## src/rtl/wb_pkg.sv

```systemverilog
`default_nettype none
// ============================================================================
// Module  : wb_pkg
// Brief   : Shared types and helpers for the writeback select stage.
// Revision: 1.0 - initial release
// ============================================================================
package wb_pkg;

    // Upper bounds for the stored entry; the stage zero-fills unused high bits.
    localparam int c_MAX_DATA_W = 64;
    localparam int c_MAX_REG_AW = 8;

    typedef enum logic [1:0] {
        LD_WORD = 2'd0,
        LD_HALF = 2'd1,
        LD_BYTE = 2'd2,
        LD_RSVD = 2'd3
    } ld_size_t;

    typedef struct packed {
        logic                    valid;
        logic                    we;
        logic [c_MAX_REG_AW-1:0] rd;
        logic [c_MAX_DATA_W-1:0] data;
        logic                    sel_err;
    } wb_entry_t;

    // Writes to register 0 are suppressed.
    function automatic logic wb_zero_reg(input logic we, input logic [c_MAX_REG_AW-1:0] rd);
        return we && (rd != '0);
    endfunction

endpackage
`default_nettype wire

```

## src/rtl/wb_load_align.sv

```systemverilog
`default_nettype none
// ============================================================================
// Module  : wb_load_align
// Brief   : Little-endian byte/halfword lane select with sign/zero extension.
// Revision: 1.0 - initial release
// ============================================================================
module wb_load_align
    import wb_pkg::*;
#(
    parameter  int DATA_W = 32,
    localparam int OFF_W  = $clog2(DATA_W/8)
) (
    input  logic [DATA_W-1:0] i_data,
    input  logic [1:0]        i_ld_size,
    input  logic              i_ld_unsigned,
    input  logic [OFF_W-1:0]  i_byte_off,
    output logic [DATA_W-1:0] o_data
);

    logic [7:0]       w_byte;
    logic [15:0]      w_half;
    logic [OFF_W-1:0] w_half_idx;

    // Halfword lanes are naturally aligned; offset bit 0 is dropped.
    assign w_half_idx = i_byte_off >> 1;

    always_comb begin
        w_byte = '0;
        for (int i = 0; i < DATA_W/8; i++) begin
            if (i_byte_off == OFF_W'(i)) w_byte = i_data[8*i +: 8];
        end
    end

    always_comb begin
        w_half = '0;
        for (int i = 0; i < DATA_W/16; i++) begin
            if (w_half_idx == OFF_W'(i)) w_half = i_data[16*i +: 16];
        end
    end

    always_comb begin
        case (ld_size_t'(i_ld_size))
            LD_HALF: o_data = i_ld_unsigned ? DATA_W'(w_half) : DATA_W'($signed(w_half));
            LD_BYTE: o_data = i_ld_unsigned ? DATA_W'(w_byte) : DATA_W'($signed(w_byte));
            default: o_data = i_data;
        endcase
    end

endmodule
`default_nettype wire

```

## src/rtl/wb_select_stage.sv

```systemverilog
`default_nettype none
// ============================================================================
// Module  : wb_select_stage
// Brief   : Writeback source select + load extract, two-entry skid buffer.
// Revision: 1.0 - initial release
// ============================================================================
module wb_select_stage
    import wb_pkg::*;
#(
    parameter  int DATA_W   = 32,
    parameter  int NUM_SRC  = 4,
    parameter  int LOAD_SRC = 1,
    parameter  int REG_AW   = 5,
    localparam int SEL_W    = $clog2(NUM_SRC),
    localparam int OFF_W    = $clog2(DATA_W/8)
) (
    input  logic                      clk,
    input  logic                      rst_n,
    input  logic                      flush,
    input  logic                      in_valid,
    output logic                      in_ready,
    input  logic [SEL_W-1:0]          in_sel,
    input  logic [NUM_SRC*DATA_W-1:0] in_src,
    input  logic [1:0]                in_ld_size,
    input  logic                      in_ld_unsigned,
    input  logic [OFF_W-1:0]          in_byte_off,
    input  logic [REG_AW-1:0]         in_rd,
    input  logic                      in_we,
    output logic                      out_valid,
    input  logic                      out_ready,
    output logic                      out_we,
    output logic [REG_AW-1:0]         out_rd,
    output logic [DATA_W-1:0]         out_data,
    output logic                      out_sel_err
);

    logic [DATA_W-1:0] w_src;
    logic [DATA_W-1:0] w_aligned;
    logic [DATA_W-1:0] w_data;
    logic              w_sel_err;
    logic              w_is_load;
    logic              w_accept;
    logic              w_drain;
    logic              w_unused_hi;
    wb_entry_t         w_new;
    wb_entry_t         r_main;
    wb_entry_t         r_skid;

    always_comb begin
        w_src = '0;
        for (int k = 0; k < NUM_SRC; k++) begin
            if (in_sel == SEL_W'(k)) w_src = in_src[k*DATA_W +: DATA_W];
        end
    end

    assign w_sel_err = {1'b0, in_sel} >= (SEL_W+1)'(NUM_SRC);
    assign w_is_load = in_sel == SEL_W'(LOAD_SRC);

    wb_load_align #(
        .DATA_W (DATA_W)
    ) u_load_align (
        .i_data        (w_src),
        .i_ld_size     (in_ld_size),
        .i_ld_unsigned (in_ld_unsigned),
        .i_byte_off    (in_byte_off),
        .o_data        (w_aligned)
    );

    assign w_data = w_sel_err ? '0 : (w_is_load ? w_aligned : w_src);

    always_comb begin
        w_new         = '0;
        w_new.valid   = 1'b1;
        w_new.we      = wb_zero_reg(in_we, c_MAX_REG_AW'(in_rd));
        w_new.rd      = c_MAX_REG_AW'(in_rd);
        w_new.data    = c_MAX_DATA_W'(w_data);
        w_new.sel_err = w_sel_err;
    end

    // Ready depends only on skid occupancy, never on out_ready.
    assign in_ready = !r_skid.valid;
    assign w_accept = in_valid && in_ready;
    assign w_drain  = r_main.valid && out_ready;

    always_ff @(posedge clk or negedge rst_n) begin
        if (!rst_n) begin
            r_main <= '0;
            r_skid <= '0;
        end else if (flush) begin
            r_main <= '0;
            r_skid <= '0;
        end else if (w_drain) begin
            if (r_skid.valid) begin
                r_main <= r_skid;
                r_skid <= '0;
            end else if (w_accept) begin
                r_main <= w_new;
            end else begin
                r_main <= '0;
            end
        end else if (w_accept) begin
            if (r_main.valid) r_skid <= w_new;
            else              r_main <= w_new;
        end
    end

    assign out_valid   = r_main.valid;
    assign out_we      = r_main.we;
    assign out_rd      = r_main.rd[REG_AW-1:0];
    assign out_data    = r_main.data[DATA_W-1:0];
    assign out_sel_err = r_main.sel_err;

    // High bits of the fixed-width entry are always zero.
    assign w_unused_hi = ^{r_main, r_skid};

endmodule
`default_nettype wire
```

## config.mk

```make
export PLATFORM = sky130hd
export DESIGN_NAME = wb_select_stage
export DESIGN_NICKNAME = d
export VERILOG_FILES = /design/src/rtl/wb_pkg.sv /design/src/rtl/wb_load_align.sv /design/src/rtl/wb_select_stage.sv
export SDC_FILE = /design/constraint.sdc
export NUM_CORES = 1
export LEC_CHECK = 0
export ABC_AREA = 1
export CAP_MARGIN = 20
export CORE_ASPECT_RATIO = 1.75
export CORE_MARGIN = 2
export CORE_UTILIZATION = 46
export DETAILED_ROUTE_END_ITERATION = 6
export GPL_TIMING_DRIVEN = 0
export PLACE_DENSITY = 0.83
export SYNTH_ARGS = -nofsm -noshare
export SYNTH_HDL_FRONTEND = slang
export SYNTH_SLANG_ARGS = --single-unit
export TNS_END_PERCENT = 50
```

## constraint.sdc

```tcl
create_clock -name clk -period 2.3 [get_ports clk]
set_clock_uncertainty 0.1 [all_clocks]
set_input_delay 0.345 -clock clk [delete_from_list [all_inputs] [get_ports clk]]
set_output_delay 0.345 -clock clk [all_outputs]
set_load 0.005 [all_outputs]
```

==> impl_metrics.tcl <==
set metrics [dict create \
    post_dp_cell_area_sq_mm 0.00745 \
    stdcell_count 1184 \
    area_growth_pct 45.5 \
    power.leakage_nw 3.91 \
    finalInstanceArea_sq_mm 0.00789 \
    grt_pass1_vias 6033 \
    synth.area.top_cells "dfrtp_1 36%, nand2_1 25%, nand3_1 7.8%" \
    required_ns 2.43 \
    synthAdderAreaFrac_pct 0.462 \
    drc 0 \
    htreeDepth 3 \
    gr-usage-met1_pct 30.5 \
    first_pass_iters 7 \
    routabilityCongestion 1.07 \
    num_vias 6251 \
    cts_buffers 9 \
    yosysWarnings 0 \
    detail_route.wl_per_cell_um 15.3 \
    detail-route-antenna-nets 0 \
    r2r_setup_slack_ns 0.17 \
    synth-xor-area-share_pct 0 \
    reg2reg_to "r_skid[26]" \
    die_h_um 148 \
    syn_area_per_cell_sq_um 6.46 \
    slew_viol_final 0 \
    cts_tree "built" \
    power_switching_share_pct 32.1 \
    yosysMostFrequentCell "nand2_1" \
    antenna_found_initial 0 \
    clockPowerShare_pct 28.9 \
    muxShareOfSynthArea_pct 0 \
    clockBufferDepth 2 \
    grt_start_max_net_pins 73 \
    dpl.hpwl_mm 14.4 \
    dieArea_sq_mm 0.0127 \
    synth_commonest_cells "365 x nand2_1, 84 x nand3_1, 78 x dfrtp_1" \
    boundaryPins 187 \
    setup_viol 0 \
    placedCellCount 1159 \
    path_class "input port to flip-flop" \
    via_per_inst 5.28 \
    totalWireLength_mm 18.1 \
    intPower_mw 3.25 \
    combPwrFrac_pct 34.1 \
    relSlewSlack_pct 66.5 \
    nets 1192 \
    fp-row-count 52 \
    ys_seq_area_share_pct 36.0 \
    fp.dieW_um 86.0 \
    tightest_slew_ns 0.502 \
    finalHoldViolCount 0 \
    max_cap_violations 0 \
    ir_drop_uv 328 \
    met3_usage_pct 3.69 \
    synth_compound_area_share_pct 15.0 \
    holdWs_ns 0.278 \
    met2_usage_pct 51.6 \
    p_sw_mw 1.53 \
    gr-usage-all-layers_pct 28.7 \
    power.total_mw 4.78 \
    io_buffers 184 \
    pwr-share-seq_pct 37.0 \
    grt_pass1_wl_mm 28.6 \
    r2r-start "r_skid[74]" \
    cp_max_fo 10 \
    cp-start-kind "input port" \
    synth-main-ff-cell "dfrtp_1" \
    cts.sinks 78 \
    synthesis.nets 987 \
    hold_path.class "input port to asynchronous set/reset pin" \
    gr-total-overflow 0 \
    synth_top_cell_by_area "dfrtp_1" \
    grt_setup_unrepaired "true" \
    synth-edff-count 0 \
    pwr_density_cell_mw_per_mm2 606 \
    outcome "complete, no violations" \
    synth_cells 839 \
    yosys.area.top_type_share_pct 36.0 \
    syn_area_sq_mm 0.00542 \
    coreArea_sq_mm 0.0115 \
    cp-end-kind "flip-flop" \
    antenna_cells 0 \
    insertion_delay_ns 0.34 \
    timing.reg2reg.worst_path_depth 10 \
    synth_top_family_by_area "simple AND/OR/NAND/NOR gates" \
    fmax_mhz 463 \
    cts-root-buf "clkbuf_16" \
    path_clk_slew_ns 0.06 \
    start_util_pct 47.0 \
    drive_gt1_share_pct 9.82 \
    drtIter0Drc 415 \
    top_usage_layer "met2" \
    synth-seq-cells 78 \
    synth-async-reset-ratio_pct 100 \
    synth-simple-area-share_pct 39.3 \
    synth_cell_types 40 \
    finalCritPeriodShare_pct 94.0 \
    fin_crit_ns 2.16 \
    cp_data_arrival_time_ns 2.29 \
]
[sequential cells by signal, summed over array words and instances, names as in the netlist]
signal     count
out_we         1
out_rd         5
r_skid        39
out_valid      1
out_data      32
[how the worst max path moves through the flow]
stage                        startpoint           end  slack, ns  cells after the start
final                     in_ld_size[0]   out_data[7]       0.14                     11
after global routing         r_skid[74]    r_skid[19]     -0.001                     10
after CTS                     in_sel[0]   out_data[3]    -0.0003                     16
after detailed placement      in_sel[1]   out_data[5]      -0.60                     13
after global placement            rst_n  out_data[11]      -1.89                      1
after floorplan               in_sel[1]   out_data[7]       0.50                     11
[cells in the final DEF, fill, tap and decap left out, types with 4 or more instances in the layout]
master and n:
nand2_1 363, clkdlybuf4s50_1 181, nand3_1 84, dfrtp_1 78, o21ai_0 57, inv_1 56
nor2_1 31, o21ai_1 24, buf_4 18, buf_2 14, a21oi_1 14, clkbuf_1 12
or2_2 9, clkbuf_16 9, o21ai_2 8, o221ai_1 6, nand2_2 6, buf_6 5
clkbuf_2 5, a22oi_1 5, inv_2 4, nor3_1 4, nand2_4 4, o21a_1 4
clkbuf_4 4, o211ai_1 4, o22ai_1 4
[cell type report]
class	count	area [sq um]
fill	998	3630
multi-input combinational	652	3000
sequential	78	1950
clock buffer	12	236
timing repair buffer	196	1950
clock inverter	4	47.5
tap	135	169
buffer	45	290
inverter	62	235
[kinds of logic after synthesis]
family / Yosys count
AND/OR/NAND/NOR: 513
AO/OA/AOI/OAI: 136
buffers and inverters: 109
flip-flops: 78
adder cells (fa/ha/maj): 2
other: 1
[metrics by stage]
step / setup TNS [ns] / setup slack, ns / utilization, %
3_3_place_gp: -167.70 / -1.89 / 64.5
3_5_place_dp: -21.75 / -0.603 / 64.7
5_1_grt: -0.00141 / -0.00141 / 68.5
6_report: 0 / 0.138 / 68.5
4_1_cts: -0.000260 / -0.000260 / 67.7
2_1_floorplan: 0 / 0.501 / -
[critical path, cell delays in order]
cell	delay [ns]
clkdlybuf4s50_1	0.48
inv_1	0.05
ha_1	0.29
nor2_2	0.17
buf_4	0.20
clkbuf_4	0.21
nand3_1	0.08
o21ai_0	0.15
o22ai_1	0.17
nand2_1	0.09
nand2_1	0.05
[power by group through the flow]
stage | registers [mW] | logic, mW | clock network (mW)
after floorplan | 1.77 | 0.793 | 0
after global placement | 1.78 | 1.55 | 0
after detailed placement | 1.79 | 1.58 | 0
after CTS | 1.77 | 1.60 | 1.39
after global routing | 1.80 | 1.80 | 1.44
final | 1.77 | 1.63 | 1.38
[routing by layer]
layer / routed length [um] / up-vias
li1: - / 3102
met5: 0 / -
met4: 1150 / 0
met3: 900 / 55
met2: 9560 / 274
met1: 6500 / 2820
[timing repair]
| action | CTS | global route |
|---|---|---|
| cloned | 0 | 1 |
| setup endpoints to repair | 27 | 60 |
| hold endpoints to repair | 6 | 0 |
| setup buffers | 2 | 7 |
| pin swaps | 1 | 4 |
| hold buffers | 1 | 0 |
| resized for setup | 20 | 22 |
Note: power is estimated with default switching activity, not from simulation.
